==> src/rtl/expr_vector_sequencer_if.sv <==
// Harness/datapath-facing bundle of expr_vector_sequencer: run control,
// operand vector out, datapath result in, signature and status back.
interface expr_vector_sequencer_if #(
    parameter int unsigned IN_W  = 60,
    parameter int unsigned OUT_W = 90,
    parameter int unsigned CNT_W = 16
);
    logic             start;
    logic             abort;
    logic [63:0]      seed;
    logic [CNT_W-1:0] num_vec;
    logic [IN_W-1:0]  op_vec;
    logic [OUT_W-1:0] y;
    logic             busy;
    logic             done;
    logic [OUT_W-1:0] sig;
    logic [CNT_W-1:0] vec_cnt;

    modport master (
        output start, abort, seed, num_vec, y,
        input  op_vec, busy, done, sig, vec_cnt
    );

    modport slave (
        input  start, abort, seed, num_vec, y,
        output op_vec, busy, done, sig, vec_cnt
    );
endinterface

==> src/rtl/expr_vector_sequencer.sv <==
// Drives LFSR operand vectors into a combinational expression, waits a settle
// time per vector and folds each result into a rotate-XOR signature.
module expr_vector_sequencer #(
    parameter int unsigned IN_W   = 60,
    parameter int unsigned OUT_W  = 90,
    parameter int unsigned SETTLE = 1,
    parameter int unsigned CNT_W  = 16
) (
    input logic                    clk,
    input logic                    rst,
    expr_vector_sequencer_if.slave bus
);
    localparam int unsigned LFSR_W = 64;
    localparam int unsigned SET_W  = 4;
    localparam logic [SET_W-1:0] SETTLE_INIT = SET_W'(SETTLE);

    typedef enum logic [2:0] {
        S_IDLE,
        S_LOAD,
        S_DRIVE,
        S_WAIT,
        S_CAPTURE,
        S_DONE
    } state_t;

    state_t            state;
    state_t            state_next;
    logic [LFSR_W-1:0] lfsr;
    logic [LFSR_W-1:0] lfsr_next_c;
    logic [CNT_W-1:0]  num_lat;
    logic [SET_W-1:0]  settle_cnt;
    logic              abort_c;
    logic              last_c;

    assign lfsr_next_c = {lfsr[62:0], lfsr[63] ^ lfsr[62] ^ lfsr[60] ^ lfsr[59]};
    assign abort_c     = bus.abort && (state != S_IDLE);
    assign last_c      = (CNT_W'(bus.vec_cnt + 1'b1) == num_lat);

    // State register
    always_ff @(posedge clk) begin
        if (rst) begin
            state <= S_IDLE;
        end else begin
            state <= state_next;
        end
    end

    // Next-state logic; abort overrides every transition out of a busy state
    always_comb begin
        state_next = state;
        unique case (state)
            S_IDLE:    if (bus.start) state_next = S_LOAD;
            S_LOAD:    state_next = (num_lat == '0) ? S_DONE : S_DRIVE;
            S_DRIVE:   state_next = (SETTLE_INIT == '0) ? S_CAPTURE : S_WAIT;
            S_WAIT:    if (settle_cnt == SET_W'(1)) state_next = S_CAPTURE;
            S_CAPTURE: state_next = last_c ? S_DONE : S_DRIVE;
            S_DONE:    state_next = S_IDLE;
            default:   state_next = S_IDLE;
        endcase
        if (abort_c) begin
            state_next = S_IDLE;
        end
    end

    // Datapath and registered status; seed and count are taken on the accept cycle
    always_ff @(posedge clk) begin
        if (rst) begin
            lfsr        <= LFSR_W'(1);
            num_lat     <= '0;
            settle_cnt  <= '0;
            bus.op_vec  <= '0;
            bus.sig     <= '0;
            bus.vec_cnt <= '0;
            bus.busy    <= 1'b0;
            bus.done    <= 1'b0;
        end else begin
            bus.busy <= (state_next != S_IDLE);
            bus.done <= (state_next == S_DONE);
            if (!abort_c) begin
                unique case (state)
                    S_IDLE: begin
                        if (bus.start) begin
                            lfsr    <= (bus.seed == '0) ? LFSR_W'(1) : bus.seed;
                            num_lat <= bus.num_vec;
                        end
                    end
                    S_LOAD: begin
                        bus.sig     <= '0;
                        bus.vec_cnt <= '0;
                    end
                    S_DRIVE: begin
                        bus.op_vec <= lfsr[IN_W-1:0];
                        settle_cnt <= SETTLE_INIT;
                    end
                    S_WAIT: begin
                        settle_cnt <= settle_cnt - SET_W'(1);
                    end
                    S_CAPTURE: begin
                        bus.sig     <= {bus.sig[OUT_W-2:0], bus.sig[OUT_W-1]} ^ bus.y;
                        bus.vec_cnt <= bus.vec_cnt + CNT_W'(1);
                        lfsr        <= lfsr_next_c;
                    end
                    default: ;
                endcase
            end
        end
    end
endmodule

==> src/flat_wrapper.sv <==
// flat-port wrapper written by rule: the top's interface ports become plain ports
module expr_vector_sequencer_flat 
#(
    parameter int unsigned IN_W   = 60,
    parameter int unsigned OUT_W  = 90,
    parameter int unsigned SETTLE = 1,
    parameter int unsigned CNT_W  = 16
)
  (clk, rst, bus_start, bus_abort, bus_seed, bus_num_vec, bus_y, bus_op_vec, bus_busy, bus_done, bus_sig, bus_vec_cnt);
  expr_vector_sequencer_if #(.IN_W(IN_W), .OUT_W(OUT_W), .CNT_W(CNT_W)) bus_i ();
  input logic clk;
  input logic rst;
  input wire logic [$bits(bus_i.start)-1:0] bus_start;
  input wire logic [$bits(bus_i.abort)-1:0] bus_abort;
  input wire logic [$bits(bus_i.seed)-1:0] bus_seed;
  input wire logic [$bits(bus_i.num_vec)-1:0] bus_num_vec;
  input wire logic [$bits(bus_i.y)-1:0] bus_y;
  output wire logic [$bits(bus_i.op_vec)-1:0] bus_op_vec;
  output wire logic [$bits(bus_i.busy)-1:0] bus_busy;
  output wire logic [$bits(bus_i.done)-1:0] bus_done;
  output wire logic [$bits(bus_i.sig)-1:0] bus_sig;
  output wire logic [$bits(bus_i.vec_cnt)-1:0] bus_vec_cnt;
  assign bus_i.start = bus_start;
  assign bus_i.abort = bus_abort;
  assign bus_i.seed = bus_seed;
  assign bus_i.num_vec = bus_num_vec;
  assign bus_i.y = bus_y;
  assign bus_op_vec = bus_i.op_vec;
  assign bus_busy = bus_i.busy;
  assign bus_done = bus_i.done;
  assign bus_sig = bus_i.sig;
  assign bus_vec_cnt = bus_i.vec_cnt;
  expr_vector_sequencer #(.IN_W(IN_W), .OUT_W(OUT_W), .SETTLE(SETTLE), .CNT_W(CNT_W)) u_core (.clk(clk), .rst(rst), .bus(bus_i));
endmodule
==> config.mk <==
export PLATFORM = sky130hd
export DESIGN_NAME = expr_vector_sequencer_flat
export DESIGN_NICKNAME = d
export VERILOG_FILES = /design/src/rtl/expr_vector_sequencer_if.sv /design/src/rtl/expr_vector_sequencer.sv /design/src/flat_wrapper.sv
export SDC_FILE = /design/constraint.sdc
export NUM_CORES = 1
export LEC_CHECK = 0
export CAP_MARGIN = 20
export CORE_ASPECT_RATIO = 0.8
export CORE_MARGIN = 2
export CORE_UTILIZATION = 51
export DETAILED_ROUTE_END_ITERATION = 8
export PLACE_DENSITY = 0.89
export SLEW_MARGIN = 20
export SYNTH_ARGS = -nofsm -noshare
export SYNTH_HDL_FRONTEND = slang
export SYNTH_SLANG_ARGS = --single-unit
==> constraint.sdc <==
create_clock -name clk -period 6.26 [get_ports clk]
set_input_delay 1.252 -clock clk [delete_from_list [all_inputs] [get_ports clk]]
set_output_delay 1.252 -clock clk [all_outputs]
set_load 0.03 [all_outputs]
* Yosys cells after proc, flatten, opt, wreduce, memory -nomap -nowiden *
Index checks and enable logic that the tools add are counted.

word-level totals
  bits in registers = 255
  input port bits = 174
  output and inout port bits = 168
  word-level logic and storage cells = 50

cells by class
  add/sub/neg operators = 2
  eq/ne operators = 8
  mux-type cells = 12
  bitwise operators = 5
  reduce and logical (&&, ||, !) cells = 14

operator list
  operator                                                               number
  90-bit case mux with 2 select lines                                    1
  64-bit 2-to-1 mux                                                      2
  64-bit case mux with 2 select lines                                    1
  90-bit bitwise XOR                                                     1
  64-bit zero test                                                       1
  16-bit case mux with 2 select lines                                    1
  16-bit by 1-bit adder with 16-bit output, second input constant        1
  16-bit equality test                                                   1
  16-bit zero test                                                       1
  3-bit 2-to-1 mux                                                       5
  3-bit case mux with 5 select lines                                     1
  4-bit case mux with 2 select lines                                     1
  3-bit by 2-bit equality test with 1-bit output, second input constant  2
  3-bit equality test, second input constant                             2
  2-bit AND reduction                                                    3
  3-bit AND reduction                                                    2
  2-bit nonzero test                                                     3
  3-bit nonzero test                                                     2
  4-bit by 1-bit equality test with 1-bit output, second input constant  1
  4-bit by 1-bit subtractor with 4-bit output, second input constant     1
  3-bit by 1-bit equality test with 1-bit output, second input constant  1
  3-bit zero test                                                        1
  1-bit bitwise XOR                                                      3
  2-bit != test, second input constant                                   1
  other kinds (2)                                                        2

* Longest topological paths before layout *
  depth in word-level cells = 6
  gate-level depth with buffers = 9
  gate-level depth less buffers = 8

* Worst setup path after synthesis *
OpenSTA, ideal clock, no wires.

  path type = flip-flop to flip-flop
  from = reg u_core.bus.vec_cnt[0]
  to = reg u_core.bus.done
  data arrival time = 2619 ps
  data required time = 6194 ps
  setup slack = 3576 ps
  cell stages (with the launch flop) = 9
  buffers on the path = 0
  clock period less this slack = 2684 ps
  cell sequence = dfxtp_1 ha_1 nand3_2 nor4_2 mux2_2 a2111oi_1 nand4_1 o22ai_2 a21boi_2

on the way
  word-level cells in the longest chain between the ends = 6

RTL lines
  what                                      line                            source
  from (decl)                               expr_vector_sequencer_if.sv:26  output op_vec, busy, done, sig, vec_cnt
  from (signal assigned)                    expr_vector_sequencer.sv:100    bus.vec_cnt <= bus.vec_cnt + CNT_W'(1);
  16-bit by 1-bit adder with 16-bit output  expr_vector_sequencer.sv:37     assign last_c = (CNT_W'(bus.vec_cnt + 1'b1) == num_lat);
  16-bit equality test                      expr_vector_sequencer.sv:37
  3-bit 2-to-1 mux                          expr_vector_sequencer.sv:56     S_CAPTURE: state_next = last_c ? S_DONE : S_DRIVE;
  3-bit case mux with 5 select lines        expr_vector_sequencer.sv:51     unique case (state)
  3-bit 2-to-1 mux                          expr_vector_sequencer.sv:60     if (abort_c) begin
  3-bit equality test                       expr_vector_sequencer.sv:78     bus.done <= (state_next == S_DONE);
  to (signal assigned)                      expr_vector_sequencer.sv:78
  to (decl)                                 expr_vector_sequencer_if.sv:26

Every way passes these cells.
A chain may end at the register's enable or synchronous reset.

* Worst setup path after layout *
  from = reg u_core.state[0]
  to = reg u_core.lfsr[55]

on the way
  word-level cells in the longest chain between the ends = 4
  elaborated cells between the ends (all ways) = 9
  those cells by class = eq/ne: 2; mux: 1; bitwise: 1; reduce/logical: 5

RTL lines
  what                                                         line                          source
  from (decl)                                                  expr_vector_sequencer.sv:26   state_t state;
  from (signal assigned)                                       expr_vector_sequencer.sv:44   state <= state_next;
  branches (longest 4 deep; another with 3-bit equality test)  n/a
  to (signal assigned)                                         expr_vector_sequencer.sv:83   lfsr <= (bus.seed == '0) ? LFSR_W'(1) : bus.seed;
  to (signal assigned)                                         expr_vector_sequencer.sv:101  lfsr <= lfsr_next_c;
  to (decl)                                                    expr_vector_sequencer.sv:28   logic [LFSR_W-1:0] lfsr;

Several ways; the timed one is not identified.

==> run_results.csv <==
group,metric,value,unit
logic_synthesis,synth-async-reset-ratio,0,
worst_hold_path,hp-start,"u_core.bus.op_vec[5]",
floorplanning,die_x,168,um
global_routing,grt_use_met2,0.468,
clocking,hold_buffers,0,
layout,finalNetCount,1793,
layout,layout_common_cells,"clkdlybuf4s50_1, nand2_1, dfxtp_1",
job,maxCapViolations,0,
routing,routed_wirelength,32800,um
power,clkPwrFrac,0.369,
logic_synthesis,syn_nets,1521,
clocking,cts_sinks,255,
routing,ant_nets,0,
floorplanning,start_util,0.526,
layout,fin_util,0.730,
place,place.gp.congestion,0.895,
global_routing,track_usage,0.276,
layout,instances_no_fill,1901,
clocking,clkTransAtPathRegs,0.06,ns
global_routing,grt_pass1_vias,10100,
place,dp_cells,1858,
critical_path,crit_buf_inv,1,
critical_path,crit_path_cell_trace,"nor2_1 -> and2_2 -> buf_4 -> nand2b_1 -> nand2_8 -> nor2_1 -> a311oi_1",
layout,area_delta_synth_final,38.9,%
place,detailed_place_hpwl,22400,um
logic_synthesis,synthTopCellsByArea,"dfxtp_1, nand2_1, xor2_1, nor2_1, a22oi_1",
critical_path,cp_common_cell,"nor2_1",
layout,fin_area,15200,sq um
worst_hold_path,hp-class,"reg -> reg",
floorplanning,rows,47,
floorplanning,dieArea,22700,sq um
power,intPower,2.92,mW
layout,final_common_cell,"clkdlybuf4s50_1",
power,power_density,266,nW/um^2
global_routing,gr-total-overflow,0,
critical_path,crit_start,"u_core.state[0]",
place,place_area,14400,sq um
global_routing,busiest_layer,"met2",
global_routing,grt_max_degree,127,
layout,drive_gt1_frac,0.0411,
logic_synthesis,ys_ff_latch,255,
critical_path,timing.rr.start,"u_core.state[0]",
timing,hold_viol,0,
logic_synthesis,ys_types,51,
layout,multi_input_area,5490,sq um
routing,vias,10800,
timing,skew,0.00823,ns
layout,register_area,5100,sq um
clocking,cts_buffers,25,
clocking,cts_buffer_depth,3,
global_routing,grt_pass1_wl,51400,um
power,pwr-share-comb,0.174,
clocking,root_buffer,"clkbuf_16",
logic_synthesis,synth_edf_count,0,
critical_path,cp_top_family,"simple AND/OR/NAND/NOR gates",
clocking,cts_tree,"done",
run_status,outcome,"finished clean",
logic_synthesis,seq_area_frac_synth,0.465,
power,p_sw_frac,0.281,
logic_synthesis,synth_top_area_share,0.465,
critical_path,max_stage_delay,0.75,ns
routing,routedWlPerCell,17.3,um
timing,tns,0,ns
global_routing,antenna_found_initial,0,
routing,drt-pass1-iter-count,5,
logic_synthesis,synth_ff_type,"dfxtp_1",
timing,finalSetupViolations,0,
critical_path,cp_slowest_cell,"nand2_8",
timing,worst-slew-pin-transition,1.05,ns
timing,drv_slew,0,
power,leakage,5.62,nW
critical_path,arrival,3.79,ns
clocking,cts_post_setup_buffers_inserted,0,
layout,fillers,1464,
timing,relSlewSlack,0.298,
timing,min_period_over_period,0.540,
critical_path,crit_type,"reg -> reg",
logic_synthesis,post_synth_inst_count,1344,
routing,drc,0,
critical_path,startpoint_type,"flip-flop",
routing,drt-vias-per-instance,5.68,
timing,rsz0062_at_grt,"no",
logic_synthesis,ys_warn_count,0,
clocking,cts-resized-gates,0,
power,power_switching,1.14,mW
floorplanning,die_h,135,um
floorplanning,io_pins,342,
global_routing,met3_usage,0.0646,
logic_synthesis,syn_area,11000,sq um
logic_synthesis,syn_area_per_cell,8.17,sq um
global_routing,grtUsageMet1,0.347,
critical_path,crit_path_end_kind,"flip-flop",
critical_path,cp_max_fo,126,
power,seqPwrFrac,0.457,
timing,period_minus_slack,3.38,ns
floorplanning,core,20900,sq um
timing,fmax,296,MHz
routing,drt_iter0_markers,1067,
power,finalPower,4.06,mW
logic_synthesis,yosysTopAreaCell,"dfxtp_1",
critical_path,worstPathRequired,6.67,ns
clocking,ctsHtreeMaxLevel,1,
power,vdd_drop_max,0.185,mV
clocking,clk_latency,0.52,ns
layout,num_antenna_cells,0,
place,portBuffers,341,
## flip-flops by register name (all words and copies together) (netlist names)
signal	flops
u_core.bus.busy	1
u_core.bus.done	1
u_core.bus.op_vec	60
u_core.bus.sig	90
u_core.bus.vec_cnt	16
u_core.lfsr	64
u_core.num_lat	16
u_core.settle_cnt	4
u_core.state	3
## worst min-delay path, stage by stage, from the launching register on
cell	delay, ns
dfxtp_1	0.31
nand2_1	0.05
a21oi_1	0.05
## layout make-up
type                            count  share of cell area
Sequential cell                   255               0.335
Tap cell                          269              0.0221
Timing Repair Buffer              350               0.228
Multi-Input combinational cell    977               0.360
Inverter                            7             0.00172
Clock inverter                      7             0.00583
Clock buffer                       36              0.0470
## synthesized netlist by cell type (2+ instances only)
master    count
inv_1         7
nand4_1      11
and2_1        2
xnor2_1      19
nand3b_1      2
o21ai_0      13
nor4_1       25
nand4b_1      2
a311o_1       2
a31oi_1       3
mux2_2        2
ha_1          3
nor3_1       12
and3_1        3
mux2i_1       2
a21oi_1      94
nor3b_1       3
a211oi_1      3
nand3_2       2
a22oi_1      93
nor4_2        2
buf_1         3
nand3_1       7
clkbuf_1     93
nor2_1      187
buf_2         9
dfxtp_1     255
nand2_1     300
a311oi_1     65
xor2_1       96
or3_1         4
## layer usage
layer	share of wire	up-vias	wire length, um
met5	0	-	0
met4	0.036	0	1180
met3	0.073	80	2410
met2	0.48	428	15700
met1	0.41	5123	13600
li1	-	5168	-
## stage by stage
| stage | worst slack (ns) | hold WS [ns] |
|---|---|---|
| floorplan | 3.58 | 0.445 |
| global route | 2.57 | 0.474 |
| detailed placement | 2.25 | 0.447 |
| finish | 2.88 | 0.453 |
| CTS | 2.60 | 0.455 |
| global placement | 2.44 | 0.442 |
## worst paths after layout
| kind | endpoint | slack, ns | cells past startpoint |
|---|---|---|---|
| setup / recovery | u_core.lfsr[55] | 2.88 | 7 |
| hold / removal | u_core.bus.op_vec[5] | 0.45 | 2 |
| setup reg to reg | u_core.lfsr[55] | 2.88 | 7 |
| hold reg to reg | u_core.bus.op_vec[5] | 0.45 | 2 |
## kinds of logic after synthesis
group                    Yosys count  synth area share
multiplexers                       4           0.00388
adder cells (fa/ha/maj)            3           0.00342
XOR/XNOR                         116            0.0938
buffers and inverters            112            0.0393
AO/OA/AOI/OAI                    283             0.178
AND/OR/NAND/NOR                  571             0.216
flip-flops                       255             0.465
## power groups by stage
stage / registers (mW) / clock network (mW) / logic (mW)
2_1_floorplan: 1.89 / 0 / 0.419
3_3_place_gp: 1.88 / 0 / 0.674
3_5_place_dp: 1.89 / 0 / 0.699
4_1_cts: 1.85 / 1.51 / 0.705
5_1_grt: 1.87 / 1.58 / 0.774
6_report: 1.86 / 1.50 / 0.707
Power figures use the tool's default switching activity.
